File: config.mk
export PLATFORM = sky130hd
export DESIGN_NAME = decode3_split_ctrl_flat
export DESIGN_NICKNAME = d
export VERILOG_FILES = /design/src/rtl/decode3_split_if.sv /design/src/rtl/decode3_split_ctrl.sv /design/src/flat_wrapper.sv
export SDC_FILE = /design/constraint.sdc
export NUM_CORES = 1
export LEC_CHECK = 0
export ABC_AREA = 1
export BUFFER_PORTS_ARGS = -buffer_cell sky130_fd_sc_hd__clkbuf_2
export CORE_UTILIZATION = 50
export DETAILED_ROUTE_END_ITERATION = 7
export HOLD_SLACK_MARGIN = 0.08
export PLACE_DENSITY_LB_ADDON = 0.05
export SKIP_CTS_REPAIR_TIMING = 1
export SLEW_MARGIN = 15
export SYNTH_ARGS = -nofsm -noshare
export SYNTH_HDL_FRONTEND = slang
export SYNTH_SLANG_ARGS = --single-unit
export TNS_END_PERCENT = 10
File: constraint.sdc
create_clock -name clk -period 4.6 [get_ports clk]
set_clock_uncertainty 0.1 [all_clocks]
set_input_delay 0.46 -clock clk [delete_from_list [all_inputs] [get_ports clk]]
set_output_delay 0.46 -clock clk [all_outputs]
set_load 0.02 [all_outputs]
File: src/rtl/decode3_split_if.sv
// Decode3 split sequencer bus: instruction/flush/back-pressure in, uop sequencing out.
// master is the Decode3 side that drives the instruction; slave is the split controller.
interface decode3_split_if #(
  parameter int CNT_W = 3
);
  logic             flush_valid;
  logic             in_valid;
  logic [CNT_W-1:0] in_uop_cnt;
  logic             rn_stall;
  logic             stall_up;
  logic             uop_valid;
  logic [CNT_W-1:0] uop_idx;
  logic             uop_first;
  logic             uop_last;
  logic             busy;

  modport master (
    output flush_valid, in_valid, in_uop_cnt, rn_stall,
    input  stall_up, uop_valid, uop_idx, uop_first, uop_last, busy
  );

  modport slave (
    input  flush_valid, in_valid, in_uop_cnt, rn_stall,
    output stall_up, uop_valid, uop_idx, uop_first, uop_last, busy
  );
endinterface

File: src/rtl/decode3_split_ctrl.sv
// Decode3 uop split sequencer: walks one instruction through 1..MAX_UOPS uops, holding
// ID2/ID3 via stall_up until the last uop is accepted by rename.
module decode3_split_ctrl #(
  parameter int MAX_UOPS = 4,
  parameter int CNT_W    = 3,
  parameter int PERF_W   = 32
) (
  input  logic              clk,
  input  logic              rst,
  input  logic              clk_en,
  decode3_split_if.slave    bus,
  output logic [PERF_W-1:0] perf_split,
  output logic [PERF_W-1:0] perf_hold
);

  localparam logic [0:0]        IDLE   = 1'b0;
  localparam logic [0:0]        SPLIT  = 1'b1;
  localparam logic [CNT_W-1:0]  ZERO_C = {CNT_W{1'b0}};
  localparam logic [CNT_W-1:0]  ONE_C  = {{(CNT_W-1){1'b0}}, 1'b1};
  localparam logic [CNT_W-1:0]  MAX_C  = CNT_W'(MAX_UOPS);
  localparam logic [PERF_W-1:0] PZERO_C = {PERF_W{1'b0}};
  localparam logic [PERF_W-1:0] PONE_C  = {{(PERF_W-1){1'b0}}, 1'b1};

  // 0 and 1 both mean a single uop; over-range counts clamp to MAX_UOPS
  function automatic logic [CNT_W-1:0] eff_count(input logic [CNT_W-1:0] cnt);
    logic [CNT_W-1:0] res;
    if (cnt == ZERO_C) begin
      res = ONE_C;
    end else if (cnt > MAX_C) begin
      res = MAX_C;
    end else begin
      res = cnt;
    end
    return res;
  endfunction

  logic [0:0]        state_r;
  logic [0:0]        state_nxt_s;
  logic [CNT_W-1:0]  idx_r;
  logic [CNT_W-1:0]  idx_nxt_s;
  logic [PERF_W-1:0] perf_split_r;
  logic [PERF_W-1:0] perf_hold_r;

  logic [CNT_W-1:0]  eff_cnt_s;
  logic [CNT_W-1:0]  last_idx_s;
  logic [CNT_W-1:0]  uop_idx_s;
  logic              multi_s;
  logic              uop_valid_s;
  logic              uop_last_s;
  logic              final_s;
  logic              split_hold_s;
  logic              advance_s;
  logic              split_inc_s;
  logic              hold_inc_s;

  // Zero-latency uop decode from the current state and the presented instruction
  always_comb begin
    eff_cnt_s    = eff_count(bus.in_uop_cnt);
    last_idx_s   = eff_cnt_s - ONE_C;
    multi_s      = (eff_cnt_s > ONE_C);
    uop_valid_s  = bus.in_valid & ~bus.flush_valid;
    uop_idx_s    = (state_r == SPLIT) ? idx_r : ZERO_C;
    uop_last_s   = (uop_idx_s == last_idx_s);
    // Terminates the split even if the count shrank under a busy instruction
    final_s      = (uop_idx_s >= last_idx_s);
    split_hold_s = uop_valid_s & multi_s & ~uop_last_s;
    advance_s    = uop_valid_s & ~bus.rn_stall & clk_en;
    split_inc_s  = advance_s & multi_s & uop_last_s;
    hold_inc_s   = split_hold_s & ~bus.rn_stall;
  end

  assign bus.uop_valid = uop_valid_s;
  assign bus.uop_idx   = uop_idx_s;
  assign bus.uop_first = (uop_idx_s == ZERO_C);
  assign bus.uop_last  = uop_last_s;
  assign bus.stall_up  = bus.rn_stall | split_hold_s;
  assign bus.busy      = (state_r == SPLIT);
  assign perf_split    = perf_split_r;
  assign perf_hold     = perf_hold_r;

  // Sequencer next state; flush outranks any advance
  always_comb begin
    state_nxt_s = state_r;
    idx_nxt_s   = idx_r;
    if (bus.flush_valid) begin
      state_nxt_s = IDLE;
      idx_nxt_s   = ZERO_C;
    end else begin
      case (state_r)
        IDLE: begin
          if (advance_s && multi_s) begin
            state_nxt_s = SPLIT;
            idx_nxt_s   = ONE_C;
          end else begin
            state_nxt_s = IDLE;
            idx_nxt_s   = ZERO_C;
          end
        end
        SPLIT: begin
          if (!bus.in_valid) begin
            state_nxt_s = IDLE;
            idx_nxt_s   = ZERO_C;
          end else if (advance_s && final_s) begin
            state_nxt_s = IDLE;
            idx_nxt_s   = ZERO_C;
          end else if (advance_s) begin
            state_nxt_s = SPLIT;
            idx_nxt_s   = idx_r + ONE_C;
          end else begin
            state_nxt_s = SPLIT;
            idx_nxt_s   = idx_r;
          end
        end
        default: begin
          state_nxt_s = IDLE;
          idx_nxt_s   = ZERO_C;
        end
      endcase
    end
  end

  // Sequencer state register, frozen while clk_en is low
  always_ff @(posedge clk) begin
    if (rst) begin
      state_r <= IDLE;
      idx_r   <= ZERO_C;
    end else if (clk_en) begin
      state_r <= state_nxt_s;
      idx_r   <= idx_nxt_s;
    end
  end

  // Performance counters, wrapping at their natural width
  always_ff @(posedge clk) begin
    if (rst) begin
      perf_split_r <= PZERO_C;
      perf_hold_r  <= PZERO_C;
    end else if (clk_en) begin
      if (split_inc_s) begin
        perf_split_r <= perf_split_r + PONE_C;
      end
      if (hold_inc_s) begin
        perf_hold_r <= perf_hold_r + PONE_C;
      end
    end
  end

endmodule

File: src/flat_wrapper.sv
// flat-port wrapper written by rule: the top's interface ports become plain ports
module decode3_split_ctrl_flat 
#(
  parameter int MAX_UOPS = 4,
  parameter int CNT_W    = 3,
  parameter int PERF_W   = 32
)
  (clk, rst, clk_en, perf_split, perf_hold, bus_flush_valid, bus_in_valid, bus_in_uop_cnt, bus_rn_stall, bus_stall_up, bus_uop_valid, bus_uop_idx, bus_uop_first, bus_uop_last, bus_busy);
  decode3_split_if #(.CNT_W(CNT_W)) bus_i ();
  input  logic clk;
  input  logic rst;
  input  logic clk_en;
  output logic [PERF_W-1:0] perf_split;
  output logic [PERF_W-1:0] perf_hold;
  input wire logic [$bits(bus_i.flush_valid)-1:0] bus_flush_valid;
  input wire logic [$bits(bus_i.in_valid)-1:0] bus_in_valid;
  input wire logic [$bits(bus_i.in_uop_cnt)-1:0] bus_in_uop_cnt;
  input wire logic [$bits(bus_i.rn_stall)-1:0] bus_rn_stall;
  output wire logic [$bits(bus_i.stall_up)-1:0] bus_stall_up;
  output wire logic [$bits(bus_i.uop_valid)-1:0] bus_uop_valid;
  output wire logic [$bits(bus_i.uop_idx)-1:0] bus_uop_idx;
  output wire logic [$bits(bus_i.uop_first)-1:0] bus_uop_first;
  output wire logic [$bits(bus_i.uop_last)-1:0] bus_uop_last;
  output wire logic [$bits(bus_i.busy)-1:0] bus_busy;
  assign bus_i.flush_valid = bus_flush_valid;
  assign bus_i.in_valid = bus_in_valid;
  assign bus_i.in_uop_cnt = bus_in_uop_cnt;
  assign bus_i.rn_stall = bus_rn_stall;
  assign bus_stall_up = bus_i.stall_up;
  assign bus_uop_valid = bus_i.uop_valid;
  assign bus_uop_idx = bus_i.uop_idx;
  assign bus_uop_first = bus_i.uop_first;
  assign bus_uop_last = bus_i.uop_last;
  assign bus_busy = bus_i.busy;
  decode3_split_ctrl #(.MAX_UOPS(MAX_UOPS), .CNT_W(CNT_W), .PERF_W(PERF_W)) u_core (.clk(clk), .rst(rst), .clk_en(clk_en), .bus(bus_i), .perf_split(perf_split), .perf_hold(perf_hold));
endmodule
Word level (Yosys, flattened, before mapping). Cells that the tools add are included.

Add/subtract/negate cells: 4. Multiply operators: 0. Div/mod/pow operators: 0. Order comparisons: 3. Equal/unequal tests: 2. Shift operators: 0. Muxes and demuxes: 14. Bitwise logic cells: 13. Reduce and logical (&&, ||, !) cells: 7.

Operator list (number): adder 32 x 1 -> 32 bit (second input constant) (2); 2-to-1 mux 3 bit (7); AND 1 bit (8); logical NOT 3 bit (2); one-hot mux 3 bit (2 select lines) (1); AND reduction 2 bit (3); 2-to-1 mux 1 bit (5); inequality test 5 bit (second input constant) (1); inverter 1 bit (4); adder 3 x 1 -> 3 bit (second input constant) (1); equality test 3 bit (1); >= comparator 3 bit (1); > comparator 3 x 1 -> 1 bit (second input constant) (1); > comparator 3 bit (second input constant) (1); subtractor 3 x 1 -> 3 bit (second input constant) (1); logical AND 1 bit (2); one-hot mux 1 bit (2 select lines) (1); OR 1 bit (1).

Bits in registers: 68. Latch bits: 0. Bits in writable memories: 0. Memory bits (read-only): 0. Input port bits: 9. Output and inout bits: 72. Logic and storage cells: 47. Memories: 0.

Depth between registers and ports, before layout.
Word-level depth: 10. Mapped depth: 13. Mapped depth without buffers: 12.

Worst setup path before layout. No wires, ideal clock.

Path type: input to register. From: input bus_in_uop_cnt[2]. To: register u_core.perf_split_r[8] (netlist: u_core.perf_split[8]). Library setup time: 0.131 ns. Data arrival time: 2.250 ns. Setup slack: 2.119 ns. Cell stages on the path: 11. Buffers on the path: 1. Cells stage by stage: inv_1 > o21ai_0 > ha_1 > xnor2_1 > ha_1 > nand3_1 > inv_1 > nand3_1 > buf_2 > nor3b_1 > nor3_1.

Longest elaborated chain between the ends: 7.

Ends and longest elaborated chain: from (decl) (line flat_wrapper.sv:17) `input wire logic [$bits(bus_i.in_uop_cnt)-1:0] bus_in_uop_cnt;`; > comparator 3 bit (line decode3_split_ctrl.sv:29) `end else if (cnt > MAX_C) begin`; 2-to-1 mux 3 bit (line decode3_split_ctrl.sv:29); 2-to-1 mux 3 bit * (line decode3_split_ctrl.sv:27) `if (cnt == ZERO_C) begin`; subtractor 3 x 1 -> 3 bit * (line decode3_split_ctrl.sv:59) `last_idx_s = eff_cnt_s - ONE_C;`; equality test 3 bit * (line decode3_split_ctrl.sv:63) `uop_last_s = (uop_idx_s == last_idx_s);`; named net bus_uop_last (line flat_wrapper.sv:23) `output wire logic [$bits(bus_i.uop_last)-1:0] bus_uop_last;`; AND 1 bit * (line decode3_split_ctrl.sv:68) `split_inc_s = advance_s & multi_s & uop_last_s;`; AND reduction 2 bit (no source line) *; to (signal assigned) (line decode3_split_ctrl.sv:140) `perf_split_r <= perf_split_r + PONE_C;`; to (decl) (line decode3_split_ctrl.sv:41) `logic [PERF_W-1:0] perf_split_r;`.

Mark *: on every way through the listed nets, which the timed path passes. The rest lies on a longest branch. A chain may end at the register's enable or synchronous reset.

Worst setup path in the final report.
From: input bus_in_uop_cnt[1]. To: register u_core.perf_hold_r[29] (netlist: u_core.perf_hold[29]).

Longest elaborated chain between the ends: 9.

Ends and longest elaborated chain: > comparator 3 bit (line decode3_split_ctrl.sv:29); 2-to-1 mux 3 bit (line decode3_split_ctrl.sv:29); 2-to-1 mux 3 bit * (line decode3_split_ctrl.sv:27); subtractor 3 x 1 -> 3 bit (line decode3_split_ctrl.sv:59); equality test 3 bit (line decode3_split_ctrl.sv:63); inverter 1 bit (line decode3_split_ctrl.sv:66) `split_hold_s = uop_valid_s & multi_s & ~uop_last_s;`; AND 1 bit * (line decode3_split_ctrl.sv:66); AND 1 bit * (line decode3_split_ctrl.sv:69) `hold_inc_s = split_hold_s & ~bus.rn_stall;`; AND reduction 2 bit (no source line) *; to (signal assigned) (line decode3_split_ctrl.sv:143) `perf_hold_r <= perf_hold_r + PONE_C;`; to (decl) (line decode3_split_ctrl.sv:42) `logic [PERF_W-1:0] perf_hold_r;`.

Mark *: on every way between the ends. The rest lies on a longest branch, timed or not.

==> key figures <==
Global routing
  – First-pass GRT wire length: 18100 um
  – Grt met1 use: 31.6%
  – Largest net degree at the start of global routing: 50
  – Met2 Resource Use GR: 44.5%
  – Antenna violations before repair: 0
  – Met3 Use GR: 3.90%
  – Congestion Overflow GR: 0
  – Number of global-route vias before repair: 4133
  – GR peak layer: met2
  – Total track usage: 25.9%

Floorplan
  – Core ar.: 8180 sq um
  – Die H: 93.6 um
  – Die ar.: 8770 sq um
  – Row cnt: 33
  – Starting density of the core: 51.3%
  – # IOs: 81
  – Die width: 93.6 um

Detailed routing
  – Remaining DRCs: 0
  – Drt wl/cell: 12.1 um
  – DRT Pass-1 Iters: 5
  – Number of DRC markers in iteration 0: 166
  – Drt total wl: 10700 um
  – DR vias: 4536
  – DRT antenna net count: 0
  – Vias per cell: 5.15

Synthesis
  – Syn Area/Cell: 6.07 sq um
  – EDFF count, synth: 0
  – YS warnings: 0
  – Async S/R FF share, synth: 0%
  – Post-synth cell types: 29
  – Synthesized cell area: 4200 sq um
  – Fraction of the yosys area taken by sequential cells: 32.4%
  – Seq cells post-synth: 68
  – Cells after Synth: 691
  – Ys flop type: dfxtp_1
  – Mapped Nets: 707

Layout
  – Fin util: 60.4%
  – Area Growth Syn to Fin: 17.6%
  – Ant. Diodes: 0
  – Most frequent cells in the layout: nand2_1, nor2_1, clkbuf_2, dfxtp_1, inv_1
  – Fraction of layout cells with a size suffix above 1: 16.4%
  – Most common cell after layout, fill and taps aside: nand2_1
  – Nets: 786

Pwr
  – LEAKAGE: 1.92 nW
  – PwrDens: 256 nW/um^2
  – Peak supply drop: 132 uV

Clock network
  – CTS tree: done
  – Clock tree sinks: 68
  – CTS Buf Count: 9
  – Clock buffer depth: 2
  – CTS clock-pin slew for the worst setup and hold paths: 0.08 ns
  – Worst-Skew Late Latency: 0.36 ns
  – CTS root buffer: clkbuf_8
  – CTS HTree Levels: 3

Worst setup path
  – CP endpoint kind: register
  – Startpoint Class: primary input
  – Max FO, Critical Path: 24
  – Worst path required time: 4.78 ns
  – CP arrival: 2.98 ns
  – Critical path class: primary input to register

STA
  – Final min period: 2.80 ns
  – Hold WS: 0.360 ns
  – Setup TNS: 0 ns
  – Max Slew Vio Count: 0
  – RSZ-0062 raised after global routing: false
  – Worst slew margin: 35.9%
  – Final-report hold violation count: 0
  – F_max: 0.357 GHz
  – Final Setup Violations: 0
  – Slew at the pin closest to its max-slew limit: 0.959 ns
  – Final period utilization: 60.9%

Place
  – I/O Buffers: 80
  – Post-DP HPWL: 7920 um
  – Routability cong.: 0.955

Outcome
  – Status: completed

Run
  – Max-Cap Viols: 0

Worst hold path
  – HP Class: primary input to register
[worst paths after layout]
| kind | slack (ns) | end | startpoint | cells past startpoint |
|---|---|---|---|---|
| worst min register to register | 0.39 | u_core.idx_r[1] | u_core.idx_r[1] | 2 |
| worst max-delay path | 1.80 | u_core.perf_hold[29] | bus_in_uop_cnt[1] | 12 |
| worst min-delay path | 0.36 | u_core.bus.busy | clk_en | 4 |
| worst max register to register | 2.02 | u_core.perf_hold[29] | u_core.bus.busy | 9 |
[critical path, stage by stage]
cell      delay, ns
clkbuf_2       0.09
inv_1          0.05
o21ai_0        0.23
ha_1           0.21
xnor2_1        0.12
ha_1           0.27
nand3_1        0.20
inv_1          0.11
nor2_2         0.75
buf_4          0.29
nand2_1        0.06
a21oi_1        0.12
[registers in the layout (all words and copies together), names as in the netlist]
| register | count |
|---|---|
| u_core.bus.busy | 1 |
| u_core.idx_r | 3 |
| u_core.perf_hold | 32 |
| u_core.perf_split | 32 |
[layout make-up]
cell class | instances | area (sq um)
Clock buffer | 9 | 124
Clock inverter | 7 | 121
Fill cell | 826 | 3240
Timing Repair Buffer | 85 | 438
Multi-Input combinational cell | 545 | 2530
Inverter | 61 | 229
Sequential cell | 68 | 1360
Tap cell | 105 | 131
[power by group]
part	total, mW	leakage, nW	switching, mW	internal [mW]
clock network	0.621	0.124	0.257	0.364
registers	0.592	0.548	0.00196	0.590
logic	0.0496	1.24	0.0352	0.0143
total	1.26	1.92	0.294	0.968
[synth_stat cells (7+ instances only)]
cell type | count | area (sq um)
a21oi_1 | 44 | 220
buf_2 | 8 | 40.0
clkbuf_1 | 8 | 30.0
dfxtp_1 | 68 | 1360
ha_1 | 7 | 87.6
inv_1 | 59 | 221
nand2_1 | 245 | 920
nand3_1 | 45 | 225
nand4_1 | 12 | 75.1
nor2_1 | 115 | 432
nor2_2 | 10 | 62.6
nor3_1 | 8 | 40.0
o21ai_0 | 11 | 55.1
xnor2_1 | 7 | 61.3
xor2_1 | 11 | 96.3
[metal layers]
metal | wire length [um] | vias up
met5 | 0 | -
met4 | 286 | 0
met3 | 599 | 22
met2 | 5060 | 127
met1 | 4730 | 2042
li1 | - | 2345
[metrics by stage]
step	area (sq um)	setup slack [ns]	cells	power [mW]
CTS	4930	1.77	880	1.27
detailed placement	4690	1.38	864	0.656
finish	4930	1.80	880	1.26
floorplan	4200	2.12	691	0.640
global route	4930	1.43	880	1.31
global placement	4690	1.55	864	0.654
[logic make-up (layout without fill, tap and decap cells)]
family,count (synthesis),count (layout),share of synthesized area [%]
compound gates,60,60,7.42
simple gates,460,460,47.0
xor+xnor,18,18,3.76
fa+ha+maj,7,7,2.09
buf+inv,78,162,7.30
flops,68,68,32.4
(Power assumes the default switching activity.)
